## config.mk

```make
export PLATFORM = sky130hd
export DESIGN_NAME = id_issue_latch
export DESIGN_NICKNAME = d
export VERILOG_FILES = /design/src/rtl/id_issue_latch.sv
export SDC_FILE = /design/constraint.sdc
export NUM_CORES = 1
export LEC_CHECK = 0
export CAP_MARGIN = 40
export CORE_AREA = 5 5 145 147
export CTS_BUF_LIST = sky130_fd_sc_hd__clkbuf_16
export DETAILED_ROUTE_END_ITERATION = 8
export DIE_AREA = 0 0 150 152
export PLACE_DENSITY = 0.73
export SYNTH_ARGS = -nofsm -noshare
export SYNTH_HDL_FRONTEND = slang
export SYNTH_SLANG_ARGS = --single-unit
```

## constraint.sdc

```tcl
create_clock -name CLK -period 4 [get_ports CLK]
set_input_delay 0.8 -clock CLK [delete_from_list [all_inputs] [get_ports CLK]]
set_output_delay 0.8 -clock CLK [all_outputs]
set_load 0.005 [all_outputs]
```

## src/rtl/id_issue_latch.sv

```systemverilog
// id_issue_latch: ID->EXE pipeline register with a configurable-depth drain sequencer for serialising instructions.
// Define ID_ISSUE_PERFCNT_EN to add the perf_bubbles/perf_serial saturating counters.
module id_issue_latch #(
    parameter int DATA_W      = 32,
    parameter int CTRL_W      = 6,
    parameter int DRAIN_DEPTH = 3
) (
    input  logic              CLK,
    input  logic              RESET,
    input  logic [DATA_W-1:0] in_instr,
    input  logic [DATA_W-1:0] in_pc,
    input  logic [DATA_W-1:0] in_opa,
    input  logic [DATA_W-1:0] in_opb,
    input  logic [DATA_W-1:0] in_memdata,
    input  logic [4:0]        in_rega,
    input  logic [4:0]        in_regb,
    input  logic [4:0]        in_wreg,
    input  logic              in_regwrite,
    input  logic              in_memread,
    input  logic              in_memwrite,
    input  logic [CTRL_W-1:0] in_ctrl,
    input  logic [4:0]        in_shamt,
    input  logic              in_serial,
    input  logic              in_notify,
    input  logic              fwd_stall,
    input  logic              flush,
    output logic [DATA_W-1:0] out_instr,
    output logic [DATA_W-1:0] out_pc,
    output logic [DATA_W-1:0] out_opa,
    output logic [DATA_W-1:0] out_opb,
    output logic [DATA_W-1:0] out_memdata,
    output logic [4:0]        out_rega,
    output logic [4:0]        out_regb,
    output logic [4:0]        out_wreg,
    output logic              out_regwrite,
    output logic              out_memread,
    output logic              out_memwrite,
    output logic [CTRL_W-1:0] out_ctrl,
    output logic [4:0]        out_shamt,
    output logic              sys_pulse,
    output logic              want_freeze,
`ifdef ID_ISSUE_PERFCNT_EN
    output logic [31:0]       perf_bubbles,
    output logic [15:0]       perf_serial,
`endif
    output logic              busy
);

    typedef enum logic [1:0] {S_IDLE, S_DRAIN, S_NOTIFY} state_t;

    state_t     r_state, w_next;
    logic [2:0] r_cnt, w_cnt_next;
    logic       r_notify, w_notify_next;
    logic       w_bubble, w_serial_pass, w_sys_next, w_keep;

    always_comb begin
        w_next        = r_state;
        w_cnt_next    = r_cnt;
        w_notify_next = r_notify;
        w_bubble      = 1'b1;
        w_serial_pass = 1'b0;
        case (r_state)
            S_IDLE: begin
                if (!flush && !fwd_stall) begin
                    w_bubble = 1'b0;
                    if (in_serial) begin
                        w_serial_pass = 1'b1;
                        w_notify_next = in_notify;
                        w_cnt_next    = 3'(DRAIN_DEPTH - 1);
                        w_next        = S_DRAIN;
                    end
                end
            end
            S_DRAIN: begin
                if (flush) begin
                    w_next        = S_IDLE;
                    w_cnt_next    = 3'd0;
                    w_notify_next = 1'b0;
                end else if (r_cnt == 3'd0) begin
                    w_next = S_NOTIFY;
                end else begin
                    w_cnt_next = r_cnt - 3'd1;
                end
            end
            default: begin
                w_next        = S_IDLE;
                w_notify_next = 1'b0;
            end
        endcase
    end

    // A flush arriving in NOTIFY cancels the syscall request as well.
    assign w_sys_next  = (r_state == S_NOTIFY) && r_notify && !flush;
    assign w_keep      = !w_bubble && !w_serial_pass;
    assign want_freeze = (fwd_stall || (in_serial && r_state == S_IDLE) || r_state == S_DRAIN)
                         && r_state != S_NOTIFY;
    assign busy        = r_state != S_IDLE;

    always_ff @(posedge CLK or negedge RESET) begin
        if (!RESET) begin
            r_state      <= S_IDLE;
            r_cnt        <= 3'd0;
            r_notify     <= 1'b0;
            sys_pulse    <= 1'b0;
            out_instr    <= '0;
            out_pc       <= '0;
            out_opa      <= '0;
            out_opb      <= '0;
            out_memdata  <= '0;
            out_rega     <= '0;
            out_regb     <= '0;
            out_wreg     <= '0;
            out_regwrite <= 1'b0;
            out_memread  <= 1'b0;
            out_memwrite <= 1'b0;
            out_ctrl     <= '0;
            out_shamt    <= '0;
        end else begin
            r_state      <= w_next;
            r_cnt        <= w_cnt_next;
            r_notify     <= w_notify_next;
            sys_pulse    <= w_sys_next;
            if (!w_bubble)
                out_pc <= in_pc;
            out_instr    <= w_bubble ? '0 : in_instr;
            out_opa      <= w_bubble ? '0 : in_opa;
            out_opb      <= w_bubble ? '0 : in_opb;
            out_memdata  <= w_bubble ? '0 : in_memdata;
            out_rega     <= w_bubble ? '0 : in_rega;
            out_regb     <= w_bubble ? '0 : in_regb;
            out_wreg     <= w_bubble ? '0 : in_wreg;
            out_ctrl     <= w_bubble ? '0 : in_ctrl;
            out_shamt    <= w_bubble ? '0 : in_shamt;
            out_regwrite <= w_keep && in_regwrite && in_wreg != 5'd0;
            out_memread  <= w_keep && in_memread;
            out_memwrite <= w_keep && in_memwrite;
        end
    end

`ifdef ID_ISSUE_PERFCNT_EN
    always_ff @(posedge CLK or negedge RESET) begin
        if (!RESET) begin
            perf_bubbles <= '0;
            perf_serial  <= '0;
        end else begin
            if (w_bubble && perf_bubbles != '1)
                perf_bubbles <= perf_bubbles + 32'd1;
            if (w_serial_pass && perf_serial != '1)
                perf_serial <= perf_serial + 16'd1;
        end
    end
`endif

endmodule

```

==> impl_metrics.yaml, run 1 <==
pwr:
  pwr-share-comb: 0.193
  seqPwrFrac: 0.472
  clock_power_share: 0.334
  p_switching_mw: 1.16
  internal_power_mw: 3.60
  swShare: 0.243
  peakVddDrop_mv: 0.256
  pwr_density_cell_nw_per_um2: 420
  leakagePower_nw: 5.01
cts:
  cts.path.max_buffers: 2
  numCtsBuffers: 17
  clock_latency_ns: 0.42
  clock-root-buffer: "clkbuf_16"
  clk_pin_slew_ns: 0.07
  cts_resized: 0
  h-tree-depth: 4
  cts_setup_buffers: 0
  postCtsHoldBufs: 0
  cts_sinks: 196
  cts_tree: "done"
detailed_routing:
  first_pass_iters: 4
  drtIter0Drc: 172
  via_per_inst: 4.19
  vias: 4675
  wl_per_cell_um: 16.5
  final_antenna_net_count: 0
  routed_wl_mm: 18.5
  post-route-drc-count: 0
finish:
  syn2layout_area_growth_pct: 71.3
  seq_area_um2: 4900
  final_core_util: 0.573
  layout-drive-gt1-share: 0.0874
  nFillCells: 1639
  finalNonFillerCells: 1117
  antenna_cells: 0
  multi_input_area_um2: 1590
  nets: 1031
setup_path:
  crit_arrival_ns: 2.16
  reg2regPathDepth: 4
  critPathCaptureType: "output pin"
  critPathLaunchType: "input port"
  cp-startpoint: "fwd_stall"
  reg2reg_from: "r_state[0]"
  reg2reg_to: "out_instr[28]"
  worstSetupPathType: "input port to output pin"
  worstPathRequired_ns: 3.20
  cp_max_fo: 5
  reg2reg_setup_slack_ns: 1.99
global_route:
  grt_max_degree: 100
  overflow: 0
  grtUsageTotal: 0.160
  grt_pass1_wl_mm: 27.9
  antenna_found_initial: 1
  grt_pass1_vias: 4938
yosys:
  synth_nets: 642
  synth_largest_area_cell: "dfrtp_1"
  synth.avg_cell_area_um2: 14.9
  yosysSeqAreaShare: 0.741
  post-synth-top-count-cell: "dfrtp_1"
  ys.flop_type: "dfrtp_1"
  ys_seq_elements: 196
  ys_top_cells_by_count: "dfrtp_1, and2_1, mux2_2"
  synth_area_leaders: "dfrtp_1, and2_1, mux2_2"
  ys_warn_count: 0
  ys_async_sr_fraction: 1.00
  synth_edf_count: 0
  synth_cell_types: 27
  netlist_area_um2: 6620
  synth_top_cell_area_share: 0.741
  syn_inst: 445
sta:
  finalSetupViolCount: 0
  min_period_ns: 2.96
  post-route-period-util: 0.741
  timing.slew.headroom: 0.533
  rsz0062_at_grt: "no"
  slew_violations: 0
  fmax_ghz: 0.337
  skew_ns: 0.00926
  fin_setup_tns_ns: 0
  worstMarginPinSlew_ns: 0.701
  timing.final.hold_violations: 0
floorplan:
  pin_count: 387
  fp.coreArea_um2: 19800
  initial_utilization: 0.335
  die_w_um: 150
  rows: 52
  fp.dieArea_um2: 22800
  die_h_um: 152
worst_hold_path:
  min_path_type: "input port to async pin"
placed_design:
  place_inst: 1085
  port_buffers: 386
  gp_congestion: 0.774
  dpl.hpwl_mm: 14.2
outcome:
  status: "complete, no violations"
flow_run:
  drv_cap: 0
## flip-flops by register name, summed over array words and instances (netlist names)
signal and count:
out_ctrl 6, out_instr 32, out_memdata 32, out_memread 1, out_memwrite 1, out_opa 32
out_opb 32, out_pc 32, out_rega 5, out_regb 5, out_regwrite 1, out_shamt 5
out_wreg 5, r_cnt 3, r_notify 1, r_state 2, sys_pulse 1
## critical path, stage by stage
cell and delay (ns):
clkdlybuf4s50_1 0.61, o21bai_1 0.10, a21oi_1 0.14, clkdlybuf4s50_1 0.51
## worst max path at each step
stage                   to  cells past startpoint  slack (ns)
2_1_floorplan   out_pc[10]                      4        1.97
3_3_place_gp   want_freeze                      4        1.06
3_5_place_dp   want_freeze                      4        1.03
4_1_cts        want_freeze                      4        1.03
5_1_grt        want_freeze                      4        0.92
6_report       want_freeze                      4        1.04
## power groups by stage
stage               Combinational, mW  Sequential (mW)  Clock [mW]
finish                          0.920             2.25        1.59
global route                     1.00             2.27        1.73
CTS                             0.940             2.25        1.64
detailed placement              0.935             2.29           0
global placement                0.918             2.28           0
floorplan                       0.256             2.30           0
## through the flow
step                cell area (um2)  hold slack (ns)  setup slack (ns)  power, mW
detailed placement            10800            0.495              1.03       3.22
finish                        11300            0.420              1.04       4.76
global route                  11300            0.463             0.919       5.01
CTS                           11300            0.436              1.03       4.83
floorplan                      6620            0.504              1.97       2.56
global placement              10800            0.489              1.06       3.20
## area by class of cell
cell class,count,share of cell area
Inverter,5,0.00166
Multi-Input combinational cell,222,0.140
Sequential cell,196,0.433
Clock inverter,15,0.0110
Clock buffer,17,0.0375
Timing Repair Buffer,392,0.347
Tap cell,270,0.0298
## kinds of logic after synthesis
logic type	share of synthesized area
compound gates	0.0127
fa+ha+maj	0.00378
buf+inv	0.0191
flops	0.741
mux	0.0562
simple gates	0.167
## layout by cell type, fill, tap and decap left out, types with 4 or more instances in the layout
cell type | netlist | final
clkdlybuf4s50_1 | 0 | 385
dfrtp_1 | 196 | 196
and2_1 | 157 | 157
mux2_2 | 33 | 33
clkbuf_16 | 0 | 17
inv_1 | 5 | 6
clkinv_4 | 0 | 5
nor2b_1 | 4 | 4
a21oi_1 | 4 | 4
o21ai_0 | 4 | 4
inv_8 | 0 | 4
buf_4 | 1 | 4
## routing by layer
metal	part of all wire	global-route usage	vias up
met3	0.12	0.0819	19
met1	0.34	0.161	2253
met2	0.52	0.289	225
met5	0.00070	0	-
met4	0.014	0.0427	2
li1	-	-	2176
No activity file was read; power rests on OpenSTA's default activity.
==> run 2: changes to the inputs <==
Settings changed: CORE_AREA 5 5 145 147 to default, CORE_MARGIN from default to 5, CORE_UTILIZATION from default to 34, DIE_AREA 0 0 150 152 to default, PLACE_DENSITY 0.73 to 0.76.
Clock period 4 ns to 2.71 ns, I/O delays scaled along.
==> impl_metrics.yaml, run 2 (synthesis results as in run 1) <==
flow_run:
  drv_cap: 0
global_route:
  antenna_found_initial: 0
  grt_pass1_wl_mm: 28.3
  grt_max_degree: 98
  overflow: 0
  grtUsageTotal: 0.169
  grt_pass1_vias: 4997
finish:
  final_common_cell: "clkdlybuf4s50_1"
  design_area_um2: 11400
  layout-drive-gt1-share: 0.0915
  final_core_util: 0.590
  nFillCells: 1541
  antenna_cells: 0
  final_cell_mix: "clkdlybuf4s50_1, dfrtp_1, and2_1"
  syn2layout_area_growth_pct: 72.3
  nets: 1036
setup_path:
  critPathMostFrequentCell: "clkdlybuf4s50_1"
  reg2regPathDepth: 4
  reg2reg_from: "r_state[0]"
  cp_slowest_cell: "clkdlybuf4s50_1"
  worstSetupPathType: "input port to output pin"
  cp.depth: 4
  reg2reg_to: "out_regwrite"
  crit_chain: "clkdlybuf4s50_1 -> o21bai_1 -> a21oi_1 -> clkdlybuf4s50_1"
  reg2reg_setup_slack_ns: 0.87
  worstPathRequired_ns: 2.17
  critPathBufInv: 2
  critPathCaptureType: "output pin"
  cp_max_fo: 5
  crit_arrival_ns: 1.94
  critPathLaunchType: "input port"
  critical_path.top_delay_family: "buffers and inverters"
  max_stage_delay_ns: 0.61
sta:
  worstMarginPinSlew_ns: 0.520
  post-route-period-util: 0.917
  min_period_ns: 2.49
  whs_ns: 0.0994
  timing.final.hold_violations: 0
  rsz0062_at_grt: "no"
  skew_ns: 0.0105
  finalSetupViolCount: 0
  fin_setup_tns_ns: 0
  fmax_ghz: 0.402
  timing.slew.headroom: 0.653
  slew_violations: 0
cts:
  clock_latency_ns: 0.43
  clock-root-buffer: "clkbuf_16"
  cts_tree: "done"
  clk_pin_slew_ns: 0.07
  numCtsBuffers: 17
  cts_resized: 0
  cts_setup_buffers: 0
  postCtsHoldBufs: 0
  cts.path.max_buffers: 2
  h-tree-depth: 4
  cts_sinks: 196
floorplan:
  fp.dieArea_um2: 22400
  die_h_um: 150
  rows: 51
  initial_utilization: 0.342
  die_w_um: 150
  fp.coreArea_um2: 19300
  pin_count: 387
detailed_routing:
  wl_per_cell_um: 17.3
  vias: 4708
  first_pass_iters: 4
  drtIter0Drc: 151
  via_per_inst: 4.21
  routed_wl_mm: 19.4
  post-route-drc-count: 0
  final_antenna_net_count: 0
placed_design:
  dpl.hpwl_mm: 15.1
  port_buffers: 386
  gp_congestion: 0.789
  place_area_um2: 10800
outcome:
  status: "complete, no violations"
worst_hold_path:
  min_path_type: "input port to async pin"
pwr:
  leakagePower_nw: 5.05
  pwr_density_cell_nw_per_um2: 626
  peakVddDrop_mv: 0.436
-- run 2: metal layers --
metal,global-route usage,wire length (um),up-vias
met5,0,0,-
met4,0.0641,500,0
met3,0.0863,2530,30
met2,0.293,9760,257
met1,0.176,6570,2230
li1,-,-,2191
-- run 2: how the worst max path moves through the flow --
| stage | to | startpoint | slack, ns |
|---|---|---|---|
| after floorplan | out_pc[10] | flush | 0.93 |
| after global placement | want_freeze | fwd_stall | 0.24 |
| after detailed placement | want_freeze | fwd_stall | 0.23 |
| after CTS | want_freeze | fwd_stall | 0.22 |
| after global routing | want_freeze | fwd_stall | 0.17 |
| final | want_freeze | fwd_stall | 0.22 |
-- run 2: where the power goes --
| part | internal [mW] | total (mW) | switching, mW |
|---|---|---|---|
| sequential | 3.20 | 3.32 | 0.122 |
| clock | 1.29 | 2.44 | 1.14 |
| combinational | 0.917 | 1.38 | 0.459 |
| total | 5.41 | 7.14 | 1.72 |
-- run 2: layout make-up --
type                       count  area (um2)  share of cell area
multi-input combinational    222        1590               0.139
tap                          265         332              0.0291
sequential                   196        4900               0.430
timing repair buffer         397        3990               0.350
clock buffer                  17         425              0.0373
inverter                       5        18.8             0.00165
clock inverter                15         146              0.0128
-- run 2: through the flow --
stage	std cells	setup slack (ns)	total power, mW
after detailed placement	1085	0.231	4.79
after floorplan	445	0.933	3.77
after global routing	1117	0.165	7.49
after CTS	1117	0.224	7.26
final	1117	0.224	7.14
after global placement	1085	0.241	4.75
